==> config.mk <==
export PLATFORM = sky130hd
export DESIGN_NAME = cpu_fetch_stage
export DESIGN_NICKNAME = d
export VERILOG_FILES = /design/src/rtl/cpu_fetch_stage_pkg.sv /design/src/rtl/cpu_fetch_stage_if_id_pipe_reg.sv /design/src/rtl/cpu_fetch_stage.sv
export SDC_FILE = /design/constraint.sdc
export NUM_CORES = 1
export LEC_CHECK = 0
export BUFFER_PORTS_ARGS = -buffer_cell sky130_fd_sc_hd__buf_2
export CORE_MARGIN = 1
export CORE_UTILIZATION = 53
export DETAILED_ROUTE_END_ITERATION = 12
export PLACE_DENSITY_LB_ADDON = 0.15
export RECOVER_POWER = 100
export SYNTH_ARGS = -nofsm -noshare
export SYNTH_HDL_FRONTEND = slang
export SYNTH_HIERARCHICAL = 1
export SYNTH_SLANG_ARGS = --single-unit
==> constraint.sdc <==
create_clock -name clk -period 7.02 [get_ports clk]
set_input_delay 0.702 -clock clk [delete_from_list [all_inputs] [get_ports clk]]
set_output_delay 0.702 -clock clk [all_outputs]
set_load 0.02 [all_outputs]
==> src/rtl/cpu_fetch_stage_pkg.sv <==
// Shared types and constants for the instruction-fetch stage and its IF/ID register.
package cpu_fetch_stage_pkg;

   typedef enum logic [1:0] {
      IDLE    = 2'd0,
      FETCH   = 2'd1,
      HOLD    = 2'd2,
      DISCARD = 2'd3
   } fetch_state_t;

   // addi x0, x0, 0 -- the canonical RV32I no-op used for pipeline bubbles.
   localparam logic [31:0] NOP_INSTR        = 32'h0000_0013;
   localparam logic [31:0] DEFAULT_RESET_PC = 32'h0000_0000;

endpackage

==> src/rtl/cpu_fetch_stage_if_id_pipe_reg.sv <==
// IF/ID pipeline register: flush beats stall beats load. A load with d_valid=0
// inserts a bubble. The same structure is meant to be reused for ID/EX.
module cpu_if_id_pipe_reg
   import cpu_fetch_stage_pkg::*;
#(
   parameter int XLEN = 32
) (
   input  logic            clk,
   input  logic            rst_n,
   input  logic            stall,
   input  logic            flush,
   input  logic            d_valid,
   input  logic [31:0]     d_instr,
   input  logic [XLEN-1:0] d_pc,
   input  logic [XLEN-1:0] d_pc_plus4,
   output logic            q_valid,
   output logic [31:0]     q_instr,
   output logic [XLEN-1:0] q_pc,
   output logic [XLEN-1:0] q_pc_plus4
);

   // Reset and flush both leave a bubble; stall holds; otherwise capture or bubble.
   always_ff @(posedge clk) begin
      if (!rst_n || flush) begin
         q_valid    <= 1'b0;
         q_instr    <= NOP_INSTR;
         q_pc       <= '0;
         q_pc_plus4 <= '0;
      end else if (!stall) begin
         if (d_valid) begin
            q_valid    <= 1'b1;
            q_instr    <= d_instr;
            q_pc       <= d_pc;
            q_pc_plus4 <= d_pc_plus4;
         end else begin
            q_valid    <= 1'b0;
            q_instr    <= NOP_INSTR;
            q_pc       <= '0;
            q_pc_plus4 <= '0;
         end
      end
   end

endmodule

==> src/rtl/cpu_fetch_stage.sv <==
// RV32I instruction-fetch stage: owns the PC, runs the req/ack imem port,
// parks responses that arrive under stall in a one-entry skid buffer, and
// feeds the IF/ID register.
module cpu_fetch_stage
   import cpu_fetch_stage_pkg::*;
#(
   parameter int              XLEN     = 32,
   parameter logic [XLEN-1:0] RESET_PC = XLEN'(DEFAULT_RESET_PC)
) (
   input  logic            clk,
   input  logic            rst_n,
   input  logic            stall_f,
   input  logic            flush_d,
   input  logic            pc_redirect_en,
   input  logic [XLEN-1:0] pc_redirect_addr,
   output logic            imem_req,
   output logic [XLEN-1:0] imem_addr,
   input  logic            imem_ack,
   input  logic [31:0]     imem_rdata,
   output logic [31:0]     id_instr,
   output logic [XLEN-1:0] id_pc,
   output logic [XLEN-1:0] id_pc_plus4,
   output logic            id_valid
);

   localparam logic [XLEN-1:0] PC_STEP = XLEN'(4);

   function automatic logic [XLEN-1:0] word_align(input logic [XLEN-1:0] addr);
      return addr & ~XLEN'(3);
   endfunction

   fetch_state_t    state, state_next;
   logic [XLEN-1:0] pc, pc_next, pc_plus4;
   logic [XLEN-1:0] fetch_addr, fetch_addr_next;
   logic [XLEN-1:0] redirect_pc;
   logic [31:0]     skid_instr;
   logic [XLEN-1:0] skid_pc;
   logic            skid_load;
   logic            ld_valid;
   logic [31:0]     ld_instr;
   logic [XLEN-1:0] ld_pc, ld_pc_plus4;

   assign pc_plus4    = pc + PC_STEP;
   assign redirect_pc = word_align(pc_redirect_addr);

   // Control state: FSM state, PC and the address held stable while discarding.
   always_ff @(posedge clk) begin
      if (!rst_n) begin
         state      <= IDLE;
         pc         <= RESET_PC;
         fetch_addr <= RESET_PC;
      end else begin
         state      <= state_next;
         pc         <= pc_next;
         fetch_addr <= fetch_addr_next;
      end
   end

   // Skid buffer data; it is occupied exactly while the FSM sits in HOLD.
   always_ff @(posedge clk) begin
      if (skid_load) begin
         skid_instr <= imem_rdata;
         skid_pc    <= pc;
      end
   end

   // Next-state, PC update, memory request and IF/ID load selection.
   always_comb begin
      state_next      = state;
      pc_next         = pc;
      fetch_addr_next = fetch_addr;
      skid_load       = 1'b0;
      imem_req        = 1'b0;
      imem_addr       = pc;
      ld_valid        = 1'b0;
      ld_instr        = imem_rdata;
      ld_pc           = pc;
      ld_pc_plus4     = pc_plus4;
      case (state)
         IDLE: begin
            state_next = FETCH;
            if (pc_redirect_en) pc_next = redirect_pc;
         end
         FETCH: begin
            imem_req = 1'b1;
            if (imem_ack) begin
               if (pc_redirect_en) begin
                  pc_next = redirect_pc;
               end else if (stall_f) begin
                  skid_load  = 1'b1;
                  pc_next    = pc_plus4;
                  state_next = HOLD;
               end else begin
                  ld_valid = 1'b1;
                  pc_next  = pc_plus4;
               end
            end else if (pc_redirect_en) begin
               // The outstanding request must still be seen through at its old address.
               pc_next         = redirect_pc;
               fetch_addr_next = pc;
               state_next      = DISCARD;
            end
         end
         HOLD: begin
            if (pc_redirect_en) begin
               pc_next    = redirect_pc;
               state_next = FETCH;
            end else if (!stall_f) begin
               ld_valid    = 1'b1;
               ld_instr    = skid_instr;
               ld_pc       = skid_pc;
               ld_pc_plus4 = skid_pc + PC_STEP;
               state_next  = FETCH;
            end
         end
         DISCARD: begin
            imem_req  = 1'b1;
            imem_addr = fetch_addr;
            if (pc_redirect_en) pc_next = redirect_pc;
            if (imem_ack) state_next = FETCH;
         end
         default: state_next = IDLE;
      endcase
   end

   cpu_if_id_pipe_reg #(
      .XLEN(XLEN)
   ) u_if_id (
      .clk       (clk),
      .rst_n     (rst_n),
      .stall     (stall_f),
      .flush     (flush_d),
      .d_valid   (ld_valid),
      .d_instr   (ld_instr),
      .d_pc      (ld_pc),
      .d_pc_plus4(ld_pc_plus4),
      .q_valid   (id_valid),
      .q_instr   (id_instr),
      .q_pc      (id_pc),
      .q_pc_plus4(id_pc_plus4)
   );

endmodule

## After elaboration in Yosys (flattened, before gate mapping)

Index checks and enable logic that the tools add are counted.

- Output and inout bits: 130
- Register bits: 227

- Add/sub/neg operators: 2
- Bitwise operators: 1
- Mux-type cells: 32
- Eq/ne operators: 8
- Reduce and logical (&&, ||, !) cells: 7

Operator list:

| kind | count |
|---|---|
| two-way mux 32 bit | 13 |
| adder 32 x 3 -> 32 bit, second input constant | 2 |
| one-hot mux 32 bit (2 select lines) | 1 |
| two-way mux 2 bit | 7 |
| != test 3 bit, second input constant | 4 |
| two-way mux 1 bit | 9 |
| one-hot mux 2 bit (4 select lines) | 1 |
| AND reduction 5 bit | 1 |
| == test 2 bit, second input constant | 2 |
| AND reduction 3 bit | 1 |
| OR reduction 3 bit | 1 |
| == test 2 x 1 -> 1 bit, second input constant | 1 |
| logical NOT 2 bit | 1 |
| != test 2 bit, second input constant | 1 |
| one-hot mux 1 bit (2 select lines) | 1 |
| OR reduction 2 bit | 1 |
| logical NOT 1 bit | 1 |
| logical OR 1 bit | 1 |
| NOT 1 bit | 1 |

## Logic depth before layout (Yosys ltp)

- Depth in word-level cells: 5
- Gate-level depth with buffers: 9

## Hierarchy

The synthesis kept the hierarchy.

Modules (own cells, without submodules):

| module | area an instance (um^2) | instances | cells each | sequential area each (um^2) |
|---|---|---|---|---|
| cpu_fetch_stage | 7,663.6 | 1 | 912 | 3,243.1 |
| cpu_if_id_pipe_reg | 3,887.5 | 1 | 431 | 1,941.9 |

## Worst setup path before layout

Ideal clock, no wire load.

- Path kind: input port to flip-flop
- Start point: in pc_redirect_en
- End point: reg skid_instr[0] (enable)
- Slack: 3.930 ns
- Arrival time: 2.662 ns
- Cell stages on the path: 3
- Library setup time: 0.427 ns
- Cell sequence: inv_1 clkbuf_1 and4_1

- Cells in the longest elaborated chain, start to end: 3

RTL lines:

| what | RTL line | text |
|---|---|---|
| start, declared | cpu_fetch_stage.sv:14 | `input logic pc_redirect_en,` |
| two-way mux 1 bit | cpu_fetch_stage.sv:87 | `if (pc_redirect_en) begin` |
| two-way mux 1 bit | cpu_fetch_stage.sv:86 | `if (imem_ack) begin` |
| two-way mux 1 bit | cpu_fetch_stage.sv:79 | `case (state)` |
| named net skid_load | cpu_fetch_stage.sv:38 | `logic skid_load;` |
| end signal, assigned | cpu_fetch_stage.sv:62 | `skid_instr <= imem_rdata;` |
| end, declared | cpu_fetch_stage.sv:36 | `logic [31:0] skid_instr;` |

The timed path passes the listed nets, and every way through them passes these cells.
A chain may end at the register's enable or synchronous reset.

## Final worst setup path

- Start point: in pc_redirect_en
- End point: reg skid_instr[9] (enable)

Same word-level chain as after synthesis.

==> impl_metrics.ini <==
[outcome]
outcome = finished, violations left
failed_checks = capacitance limit, slew limit

[cells_and_area]
final_nets = 1536
finish.utilization_pct = 60.4
area_growth_pct = 10.9
drive_gt1_share_pct = 9.47
num_antenna_cells = 0

[route]
first_pass_iters = 6
drt-vias-per-instance = 5.40
route.detailed.drc = 0
dr_total_vias = 9467
antenna_left = 0
drt_first_iter_violations = 842
wl_per_cell_um = 16.6
drt_wl_total_mm = 29.1

[critical_path]
crit_path_frequent_cell = clkbuf_1
max_stage_delay_ps = 1270
worst-path-buf-inv = 4
cp-start-kind = input port
slowest_stage = clkbuf_1
critPathRequiredTime_ps = 7130
crit_path_max_fanout = 64
path_delay_family = buffers and inverters
endpoint_kind = flip-flop
critical_path_class = in2reg
crit_chain = clkbuf_1 > inv_1 > clkbuf_1 > and4_2 > clkbuf_2
worstPathArrival_ps = 4410

[job]
drv_cap = 3

[synth]
ys_top_cells_by_area = dfxtp_1 (28%), edfxtp_1 (17%), nand2_1 (13%), nand3b_1 (6.0%), a21oi_1 (5.0%)
synth_edf_count = 64
yosys.area.top_type_share_pct = 28.2
synthCells = 1343
synth.avg_cell_area_sq_um = 8.60
ys.flop_type = dfxtp_1
syn-cell-area_sq_mm = 0.0116
synth-seq-area-share_pct = 44.9
ys_warn_count = 6
ys_seq_elements = 227
yosysUniqueCellTypes = 51
async_reset_ff_share_pct = 0
synth_top_area_cell = dfxtp_1
synthesis.nets = 1419

[clock_tree]
clk_path_buf_depth = 3
cts_root_buf = clkbuf_16
clock_latency_ps = 520
cts_tree = done
postCtsSetupBuffers = 0
cts_buffers = 25
clk_pin_slew_worst_paths_ps = 60
cts_sinks = 227
h-tree-depth = 1
cts.hold.buffers_added = 0
post_cts_resize_count = 0

[pwr]
clkPwrFrac_pct = 41.3
sw_frac_of_total_pct = 25.4
intPower_mw = 2.15
total_power_mw = 2.89
switching_power_mw = 0.735
seq_power_share_pct = 49.3
pwr-share-comb_pct = 9.3
vdd_ir_drop_max_mv = 0.175
powerDensity_mw_per_mm2 = 225
p_leak_nw = 4.43

[sta]
holdWs_ps = 374
rsz0062_at_grt = no
worst_pin_slew_ps = 1970
setup_ws_ps = 2720
setup_viol = 0
timing.fmax_mhz = 233
finalClockSkew_ps = 11.9
relSlewSlack_pct = -31.3
period_needed_ps = 4300
final_hold_viol_count = 0
final_max_slew_viol_count = 147
finalCritPeriodShare_pct = 61.3
finalSetupTns_ps = 0

[global_route]
grt_pass1_vias = 8587
grt_max_degree = 116
antenna_found_initial = 0
grt_use_total_pct = 25.4
grt_pass1_wl_mm = 45.5
grt_overflow = 0

[die]
start_util_pct = 54.4
dieArea_sq_mm = 0.0224
rows = 53
ios = 200
die_y_um = 150
fp.coreArea_sq_mm = 0.0212
fp.dieW_um = 150

[worst_hold_path]
hold_path.class = in2reg

[place]
io_buffers = 197
dpl.hpwl_mm = 18.7
place.gp.congestion = 0.862
pre_cts_ws_ps = 4060
-- synthesized netlist by cell type, drive strengths merged (2+ instances only) --
master	n
and2	7
inv	11
o21ai	51
and3	8
o21a	2
a31oi	3
nand2	388
a21oi	115
or2	5
nor2	22
nor3b	3
nor2b	5
nor3	23
nand3	33
buf	60
nand4	22
edfxtp	64
clkbuf	55
ha	6
and4	8
nand3b	93
dfxtp	163
xor2	33
nor4	14
xnor2	43
o211a	2
a21boi	37
nand2b	2
or3	2
mux2i	21
a211oi	4
mux2	31
-- layout make-up --
class	instances	area (sq um)
timing repair buffer	205	851
clock inverter	8	40.0
clock buffer	37	691
tap	275	344
fill	2028	8410
sequential	227	5180
inverter	11	41.3
multi-input combinational	990	5660
-- routing by layer --
metal	part of all wire (%)	wire [um]	vias to the layer above	global-route usage, %
met4	1.4	414	0	5.31
met3	7.1	2080	35	3.57
met2	43	12400	293	37.8
met5	0	0	-	0
li1	-	-	4807	-
met1	49	14200	4332	38.6
-- placed cells by master (no fill, tap or decap), drive strengths merged, types with 3 or more instances in the layout --
master | netlist | routed
a211oi | 4 | 4
nor4 | 14 | 14
ha | 6 | 6
nand3 | 33 | 33
mux2 | 31 | 31
and3 | 8 | 8
nor2b | 5 | 5
dfxtp | 163 | 163
nand4 | 22 | 22
xor2 | 33 | 33
a31oi | 3 | 3
clkinv | 0 | 7
a21boi | 37 | 37
mux2i | 21 | 21
edfxtp | 64 | 64
a21oi | 115 | 115
o21ai | 51 | 51
and2 | 7 | 7
nand3b | 93 | 93
or2 | 5 | 5
clkbuf | 55 | 187
and4 | 8 | 8
nor2 | 22 | 22
nor3b | 3 | 3
xnor2 | 43 | 43
nand2 | 388 | 388
nor3 | 23 | 23
inv | 11 | 11
buf | 60 | 55
-- power groups by stage --
stage | sequential (mW) | combinational, mW | clock (mW)
after detailed placement | 1.45 | 0.274 | 0
after floorplan | 1.42 | 0.232 | 0
after CTS | 1.42 | 0.275 | 1.22
final | 1.43 | 0.269 | 1.19
after global placement | 1.45 | 0.273 | 0
after global routing | 1.43 | 0.297 | 1.27
-- through the flow --
stage                     std cells  instance area, sq um
after CTS                      1753                 13000
after floorplan                1343                 11600
final                          1753                 12800
after global placement         1708                 12300
after global routing           1753                 12800
after detailed placement       1708                 12300
-- sequential cells by signal, summed over array words and instances, names as in the netlist --
| register | cells |
|---|---|
| u_if_id/q_pc | 32 |
| skid_instr | 32 |
| u_if_id/q_instr | 32 |
| u_if_id/q_pc_plus4 | 32 |
| u_if_id/q_valid | 1 |
| skid_pc | 32 |
| pc | 32 |
| fetch_addr | 32 |
| state | 2 |
-- final timing paths --
| kind | from | slack (ps) | cells past startpoint | end |
|---|---|---|---|---|
| worst min register to register | u_if_id/q_pc_plus4[30] | 460 | 2 | u_if_id/q_pc_plus4[30] |
| worst min-delay path | imem_rdata[6] | 370 | 1 | skid_instr[6] |
| worst max-delay path | pc_redirect_en | 2720 | 5 | skid_instr[9] |
| worst max register to register | state[0] | 4140 | 6 | state[1] |
-- cell families (layout without fill, tap and decap cells) --
logic type      after synthesis  in the layout  synth area share (%)
compound gates              220            220                  10.8
xor+xnor                     76             76                  5.76
fa+ha+maj                     6              6                 0.650
buf+inv                     126            261                  6.21
flops                       227            227                  44.9
mux                          52             52                  4.84
simple gates                636            636                  26.9
(Power assumes the default switching activity.)
